==> config.mk <==
export PLATFORM = sky130hd
export DESIGN_NAME = sdram_local_arbiter
export DESIGN_NICKNAME = d
export VERILOG_FILES = /design/src/rtl/sdram_local_arbiter.sv
export SDC_FILE = /design/constraint.sdc
export NUM_CORES = 1
export LEC_CHECK = 0
export BUFFER_PORTS_ARGS = -buffer_cell sky130_fd_sc_hd__buf_4
export CAP_MARGIN = 30
export CELL_PAD_IN_SITES_DETAIL_PLACEMENT = 0
export CELL_PAD_IN_SITES_GLOBAL_PLACEMENT = 1
export CORE_ASPECT_RATIO = 0.7
export CORE_MARGIN = 2
export CORE_UTILIZATION = 36
export CTS_BUF_LIST = sky130_fd_sc_hd__clkbuf_4
export DETAILED_ROUTE_END_ITERATION = 12
export GPL_TIMING_DRIVEN = 0
export PLACE_DENSITY = 0.79
export SYNTH_ARGS = -nofsm -noshare
export SYNTH_HDL_FRONTEND = slang
export SYNTH_SLANG_ARGS = --single-unit
==> constraint.sdc <==
create_clock -name phy_clk -period 3.2 [get_ports phy_clk]
set_input_delay 0 -clock phy_clk [delete_from_list [all_inputs] [get_ports phy_clk]]
set_output_delay 0 -clock phy_clk [all_outputs]
set_load 0.05 [all_outputs]
==> src/rtl/sdram_local_arbiter.sv <==
// sdram_local_arbiter: two-client round-robin arbiter/sequencer for the DDR2 local interface,
// with a tag FIFO that routes returning read beats back to the issuing client.
module sdram_local_arbiter #(
    parameter int ADDR_W    = 24,
    parameter int DATA_W    = 16,
    parameter int BE_W      = 2,
    parameter int MAX_BURST = 4,
    parameter int TAG_DEPTH = 8
) (
    input  logic              phy_clk,
    input  logic              reset_phy_clk_n,
    input  logic              status_init_done,
    input  logic              c0_req,
    input  logic              c0_wr,
    input  logic [ADDR_W-1:0] c0_addr,
    input  logic [2:0]        c0_size,
    input  logic [BE_W-1:0]   c0_be,
    input  logic [DATA_W-1:0] c0_wdata,
    output logic              c0_gnt,
    output logic              c0_wdata_ack,
    output logic [DATA_W-1:0] c0_rdata,
    output logic              c0_rdata_valid,
    input  logic              c1_req,
    input  logic              c1_wr,
    input  logic [ADDR_W-1:0] c1_addr,
    input  logic [2:0]        c1_size,
    input  logic [BE_W-1:0]   c1_be,
    input  logic [DATA_W-1:0] c1_wdata,
    output logic              c1_gnt,
    output logic              c1_wdata_ack,
    output logic [DATA_W-1:0] c1_rdata,
    output logic              c1_rdata_valid,
    input  logic              local_ready,
    output logic              local_write_req,
    output logic              local_read_req,
    output logic [ADDR_W-1:0] local_address,
    output logic [2:0]        local_size,
    output logic              local_burstbegin,
    output logic [BE_W-1:0]   local_be,
    output logic [DATA_W-1:0] local_wdata,
    input  logic [DATA_W-1:0] local_rdata,
    input  logic              local_rdata_valid,
    output logic              err_rdata
);
    localparam int PW = $clog2(TAG_DEPTH);

    typedef enum logic [1:0] {IDLE, WR_BURST, RD_ISSUE} state_e;

    state_e            state_q, state_d;
    logic              owner_q, owner_d, last_q, last_d;
    logic [ADDR_W-1:0] addr_q, addr_d;
    logic [2:0]        size_q, size_d, beat_q, beat_d;
    logic [3:0]        tag_q [TAG_DEPTH];
    logic [PW-1:0]     wptr_q, rptr_q;
    logic [PW:0]       cnt_q;
    logic [2:0]        ret_q;
    logic              err_q;
    logic              room, elig0, elig1, pick1, win;
    logic              push, pop, fifo_empty, rvalid, head_owner;
    logic [2:0]        head_size;

    function automatic logic [2:0] clamp_size(input logic [2:0] s);
        return (s == 3'd0) ? 3'd1 : (s > 3'(MAX_BURST)) ? 3'(MAX_BURST) : s;
    endfunction

    // Writes never consume a tag, so only reads are held back by a full FIFO.
    assign room  = cnt_q < (PW+1)'(TAG_DEPTH);
    assign elig0 = c0_req & status_init_done & (c0_wr | room);
    assign elig1 = c1_req & status_init_done & (c1_wr | room);
    assign pick1 = elig1 & (~elig0 | ~last_q);
    assign win   = (state_q == IDLE) & (elig0 | elig1);
    assign c0_gnt = win & ~pick1;
    assign c1_gnt = win & pick1;

    always_comb begin
        state_d = state_q;
        owner_d = owner_q;
        last_d  = last_q;
        addr_d  = addr_q;
        size_d  = size_q;
        beat_d  = beat_q;
        case (state_q)
            IDLE: if (win) begin
                owner_d = pick1;
                last_d  = pick1;
                addr_d  = pick1 ? c1_addr : c0_addr;
                size_d  = clamp_size(pick1 ? c1_size : c0_size);
                state_d = (pick1 ? c1_wr : c0_wr) ? WR_BURST : RD_ISSUE;
            end
            WR_BURST: if (local_ready) begin
                beat_d  = (beat_q + 3'd1 == size_q) ? 3'd0 : beat_q + 3'd1;
                state_d = (beat_q + 3'd1 == size_q) ? IDLE : WR_BURST;
            end
            RD_ISSUE: if (local_ready) state_d = IDLE;
            default: state_d = IDLE;
        endcase
    end

    always_ff @(posedge phy_clk or negedge reset_phy_clk_n) begin
        if (!reset_phy_clk_n) begin
            state_q <= IDLE;
            owner_q <= 1'b0;
            last_q  <= 1'b1;
            addr_q  <= '0;
            size_q  <= '0;
            beat_q  <= '0;
        end else begin
            state_q <= state_d;
            owner_q <= owner_d;
            last_q  <= last_d;
            addr_q  <= addr_d;
            size_q  <= size_d;
            beat_q  <= beat_d;
        end
    end

    assign local_write_req  = state_q == WR_BURST;
    assign local_read_req   = state_q == RD_ISSUE;
    assign local_burstbegin = local_read_req | (local_write_req & (beat_q == 3'd0));
    assign local_address    = addr_q;
    assign local_size       = size_q;
    assign local_be         = owner_q ? c1_be : c0_be;
    assign local_wdata      = owner_q ? c1_wdata : c0_wdata;
    assign c0_wdata_ack     = local_write_req & local_ready & ~owner_q;
    assign c1_wdata_ack     = local_write_req & local_ready & owner_q;

    // Read-return path runs independently of the request FSM.
    assign push       = local_read_req & local_ready;
    assign {head_owner, head_size} = tag_q[rptr_q];
    assign fifo_empty = cnt_q == '0;
    assign rvalid     = local_rdata_valid & ~fifo_empty;
    assign pop        = rvalid & (ret_q + 3'd1 == head_size);
    assign c0_rdata   = local_rdata;
    assign c1_rdata   = local_rdata;
    assign c0_rdata_valid = rvalid & ~head_owner;
    assign c1_rdata_valid = rvalid & head_owner;
    assign err_rdata  = err_q;

    always_ff @(posedge phy_clk) begin
        if (push) tag_q[wptr_q] <= {owner_q, size_q};
    end

    always_ff @(posedge phy_clk or negedge reset_phy_clk_n) begin
        if (!reset_phy_clk_n) begin
            wptr_q <= '0;
            rptr_q <= '0;
            cnt_q  <= '0;
            ret_q  <= '0;
            err_q  <= 1'b0;
        end else begin
            wptr_q <= wptr_q + PW'(push);
            rptr_q <= rptr_q + PW'(pop);
            cnt_q  <= cnt_q + (PW+1)'(push) - (PW+1)'(pop);
            ret_q  <= pop ? 3'd0 : rvalid ? ret_q + 3'd1 : ret_q;
            err_q  <= err_q | (local_rdata_valid & fifo_empty);
        end
    end
endmodule

==> impl_metrics.sql <==
INSERT INTO impl_metrics (metric_group, metric, value, unit) VALUES
('cts', 'cts.sinks', '80', ''),
('die', 'pin_count', '202', ''),
('drt', 'route.antenna.remaining_nets', '0', ''),
('die', 'coreArea', '11100', 'um2'),
('synth', 'synth.net_count', '450', ''),
('outcome', 'status', 'finished, final reports clean', ''),
('global_route', 'global_route.usage.total', '18.2', '%'),
('sta', 'fmax', '336', 'MHz'),
('sta', 'final.setup.tns', '0', 'ns'),
('cts', 'ctsLongestPathBuffers', '2', ''),
('sta', 'setup_viol', '0', ''),
('cts', 'number_of_clock_buffers_inserted_by_tritoncts', '9', ''),
('drt', 'drt-pass1-iter-count', '4', ''),
('critical_path', 'timing_worst_setup_path_type', 'reg2reg', ''),
('place', 'detailed_place_hpwl', '8200', 'um'),
('sta', 'max_slew_violation_count', '0', ''),
('synth', 'arithmetic_cell_share_of_the_synthesized_area_counting_full_adders_half_adders_and_majority_gates', '4.12', '%'),
('synth', 'post_synth_main_area_contributors', 'sky130_fd_sc_hd__dfrtp_1 (29%), sky130_fd_sc_hd__edfxtp_1 (23%), sky130_fd_sc_hd__a221o_1 (5.8%)', ''),
('critical_path', 'setup.worst_path.end_class', 'register', ''),
('synth', 'synth_enable_flop_cells', '32', ''),
('drt', 'route.detailed.vias_per_inst', '4.67', ''),
('global_route', 'antenna_violations_before_repair', '0', ''),
('critical_path', 'timing.critical_path.mode_cell', 'sky130_fd_sc_hd__ha_1', ''),
('cts', 'cts.reportedPaths.clkPinSlew', '0.15', 'ns'),
('synth', 'share_of_synthesized_area_spent_on_multiplexers', '12.3', '%'),
('synth', 'parity_gate_share_of_the_synthesized_area_counting_xor_and_xnor_cells', '3.06', '%'),
('cts', 'cts_setup_buffers', '0', ''),
('synth', 'post-synth-top-count-cell', 'sky130_fd_sc_hd__dfrtp_1', ''),
('cells_and_area', 'area_growth_syn_to_layout', '56.9', '%'),
('cts', 'cts_root_buffer', 'sky130_fd_sc_hd__clkbuf_4', ''),
('synth', 'post_synth_instance_area', '4130', 'um2'),
('critical_path', 'path_cells', 'buf_6 > buf_12 > mux2i_1 > mux4_2 > xnor2_2 > nor4_4 > ha_1 > inv_1 > ha_1 > a21o_1 > a21oi_1 > xor2_1', ''),
('synth', 'synth_area_per_cell', '12.8', 'um2'),
('power', 'peakVddDrop', '521', 'uV'),
('cts', 'tritoncts_clock_tree', 'built', ''),
('synth', 'number_of_warning_messages_in_the_yosys_log', '0', ''),
('synth', 'post_synthesis_sequential_element_count', '80', ''),
('die', 'dieHeight', '93.6', 'um'),
('drt', 'detailroute.via_count', '3435', ''),
('critical_path', 'worst_path_max_delay_cell', 'sky130_fd_sc_hd__mux4_2', ''),
('synth', 'yosys_most_used_dff', 'sky130_fd_sc_hd__dfrtp_1', ''),
('synth', 'synth_common_cells', 'sky130_fd_sc_hd__dfrtp_1 (47), sky130_fd_sc_hd__buf_4 (32), sky130_fd_sc_hd__edfxtp_1 (32)', ''),
('flow_run', 'timing.max_cap.violations', '0', ''),
('place', 'routabilityCongestion', '0.716', ''),
('global_route', 'via_count_of_the_first_global_routing_pass', '3572', ''),
('drt', 'detailedRoute.firstIterationViolations', '128', ''),
('global_route', 'grt_first_pass_wirelength', '17500', 'um'),
('power', 'pwr_density_cell', '884', 'nW/um2'),
('sta', 'grt_setup_unrepaired', 'false', ''),
('critical_path', 'crit_required', '3.56', 'ns'),
('sta', 'transition_at_the_pin_with_the_smallest_max_transition_slack', '0.647', 'ns'),
('global_route', 'grt_max_degree', '49', ''),
('critical_path', 'critical_path_peak_fanout', '10', ''),
('die', 'effective_utilization_at_floorplan', '37.2', '%'),
('place', 'placement.cell_area', '5710', 'um2'),
('synth', 'synth_compound_area_share', '9.46', '%'),
('synth', 'syn-instance-count', '322', ''),
('critical_path', 'worst_ep_arrival', '3.33', 'ns'),
('cells_and_area', 'insertedDiodeCount', '0', ''),
('cts', 'post_cts_resize_count', '0', ''),
('synth', 'post-synth-top-area-cell', 'sky130_fd_sc_hd__dfrtp_1', ''),
('synth', 'synthSimpleGateAreaFrac', '9.76', '%'),
('sta', 'clock_skew', '0.0303', 'ns'),
('sta', 'finalWorstPathRequiredPeriod', '2.97', 'ns'),
('synth', 'synth_unique_cells', '45', ''),
('die', 'placement_rows', '32', ''),
('cells_and_area', 'num-nets-final', '706', ''),
('cells_and_area', 'share_of_layout_cells_above_drive_strength_1', '47.0', '%'),
('critical_path', 'ff2ff_path_depth', '12', ''),
('sta', 'timing.final.crit_share', '92.9', '%'),
('cells_and_area', 'stdcell_area', '6470', 'um2');
[placed cells by master, fill, tap and decap left out, drive strengths merged, types with 2 or more instances in the layout]
| master | instances |
|---|---|
| a21o | 5 |
| a21oi | 3 |
| a221o | 24 |
| and2 | 24 |
| buf | 223 |
| bufinv | 2 |
| clkbuf | 16 |
| clkinv | 3 |
| dfrtp | 47 |
| dlygate4sd3 | 60 |
| edfxtp | 32 |
| ha | 12 |
| inv | 15 |
| mux2 | 19 |
| mux2i | 18 |
| mux4 | 5 |
| nand2 | 12 |
| nand2b | 3 |
| nor2 | 13 |
| nor2b | 4 |
| nor3 | 6 |
| o21ai | 9 |
| or2 | 2 |
| xnor2 | 3 |
| xor2 | 7 |
[through the flow]
stage | util [%] | instances | setup slack (ns) | power, uW
after detailed placement | 51.5 | 660 | 0.202 | 4780
after CTS | 58.4 | 736 | 0.183 | 5750
after floorplan | - | 322 | 0.416 | 3890
final | 58.4 | 736 | 0.226 | 5720
after global placement | 51.5 | 660 | 0.248 | 4710
after global routing | 58.4 | 736 | 0.0562 | 6060
[final cells by class]
cell class / instances / area (um2)
clock buffer: 10 / 75.1
buffer: 44 / 314
multi-input combinational: 184 / 1600
clock inverter: 6 / 91.3
inverter: 14 / 52.6
tap: 153 / 191
timing repair buffer: 245 / 1990
sequential: 80 / 2160
fill: 955 / 4620
[report_power, final]
group | internal, uW | switching (uW) | leakage, uW
registers | 1430 | 298 | 0.000880
logic | 1420 | 1870 | 0.00212
clock network | 330 | 369 | 0.0000910
[path summary, 6_finish.rpt]
kind / start / to / slack [ns]
setup / recovery: rptr_q[0]$_DFF_PN0_ / cnt_q[3]$_DFF_PN0_ / 0.23
hold / removal: reset_phy_clk_n / state_q[1]$_DFFE_PN0P_ / 0.10
setup reg to reg: rptr_q[0]$_DFF_PN0_ / cnt_q[3]$_DFF_PN0_ / 0.23
hold reg to reg: err_rdata$_DFF_PN0_ / err_rdata$_DFF_PN0_ / 0.47
max in group asynchronous: reset_phy_clk_n / local_size[2]$_DFFE_PN0P_ / 2.66
min in group phy_clk: status_init_done / local_size[2]$_DFFE_PN0P_ / 0.25
[per-layer routing]
metal | GRT usage [%] | up-vias | wire [um]
li1 | - | 1652 | -
met1 | 21.7 | 1673 | 4640
met2 | 31.3 | 95 | 5580
met3 | 6.67 | 15 | 667
met4 | 5.25 | 0 | 148
met5 | 0 | - | 0
[what timing repair did]
action	4_1_cts	5_1_grt
setup endpoints to repair	0	0
hold endpoints to repair	80	0
hold buffers	60	0
[worst max-delay path: cells and delay by family, from the launching register on]
family	cells	cell delay, ns
AO/OA/AOI/OAI	2	0.35
XOR/XNOR	2	0.33
adder cells (fa/ha/maj)	2	0.48
buffers and inverters	3	0.35
flip-flops	1	0.40
multiplexers	2	0.62
AND/OR/NAND/NOR	1	0.37
[registers in the layout (all words and copies together), names as in the netlist]
signal	cells
beat_q	3
cnt_q	4
err_rdata	1
last_q	1
local_address	24
local_size	3
owner_q	1
ret_q	3
rptr_q	3
state_q	2
tag_q	32
wptr_q	3
[logic make-up (layout without fill, tap and decap cells)]
| family | Yosys count | after routing |
|---|---|---|
| xor+xnor | 11 | 11 |
| buf+inv | 58 | 319 |
| flops | 80 | 80 |
| fa+ha+maj | 13 | 13 |
| compound gates | 47 | 47 |
| mux | 42 | 42 |
| simple gates | 71 | 71 |
No activity file was read; power rests on OpenSTA's default activity.
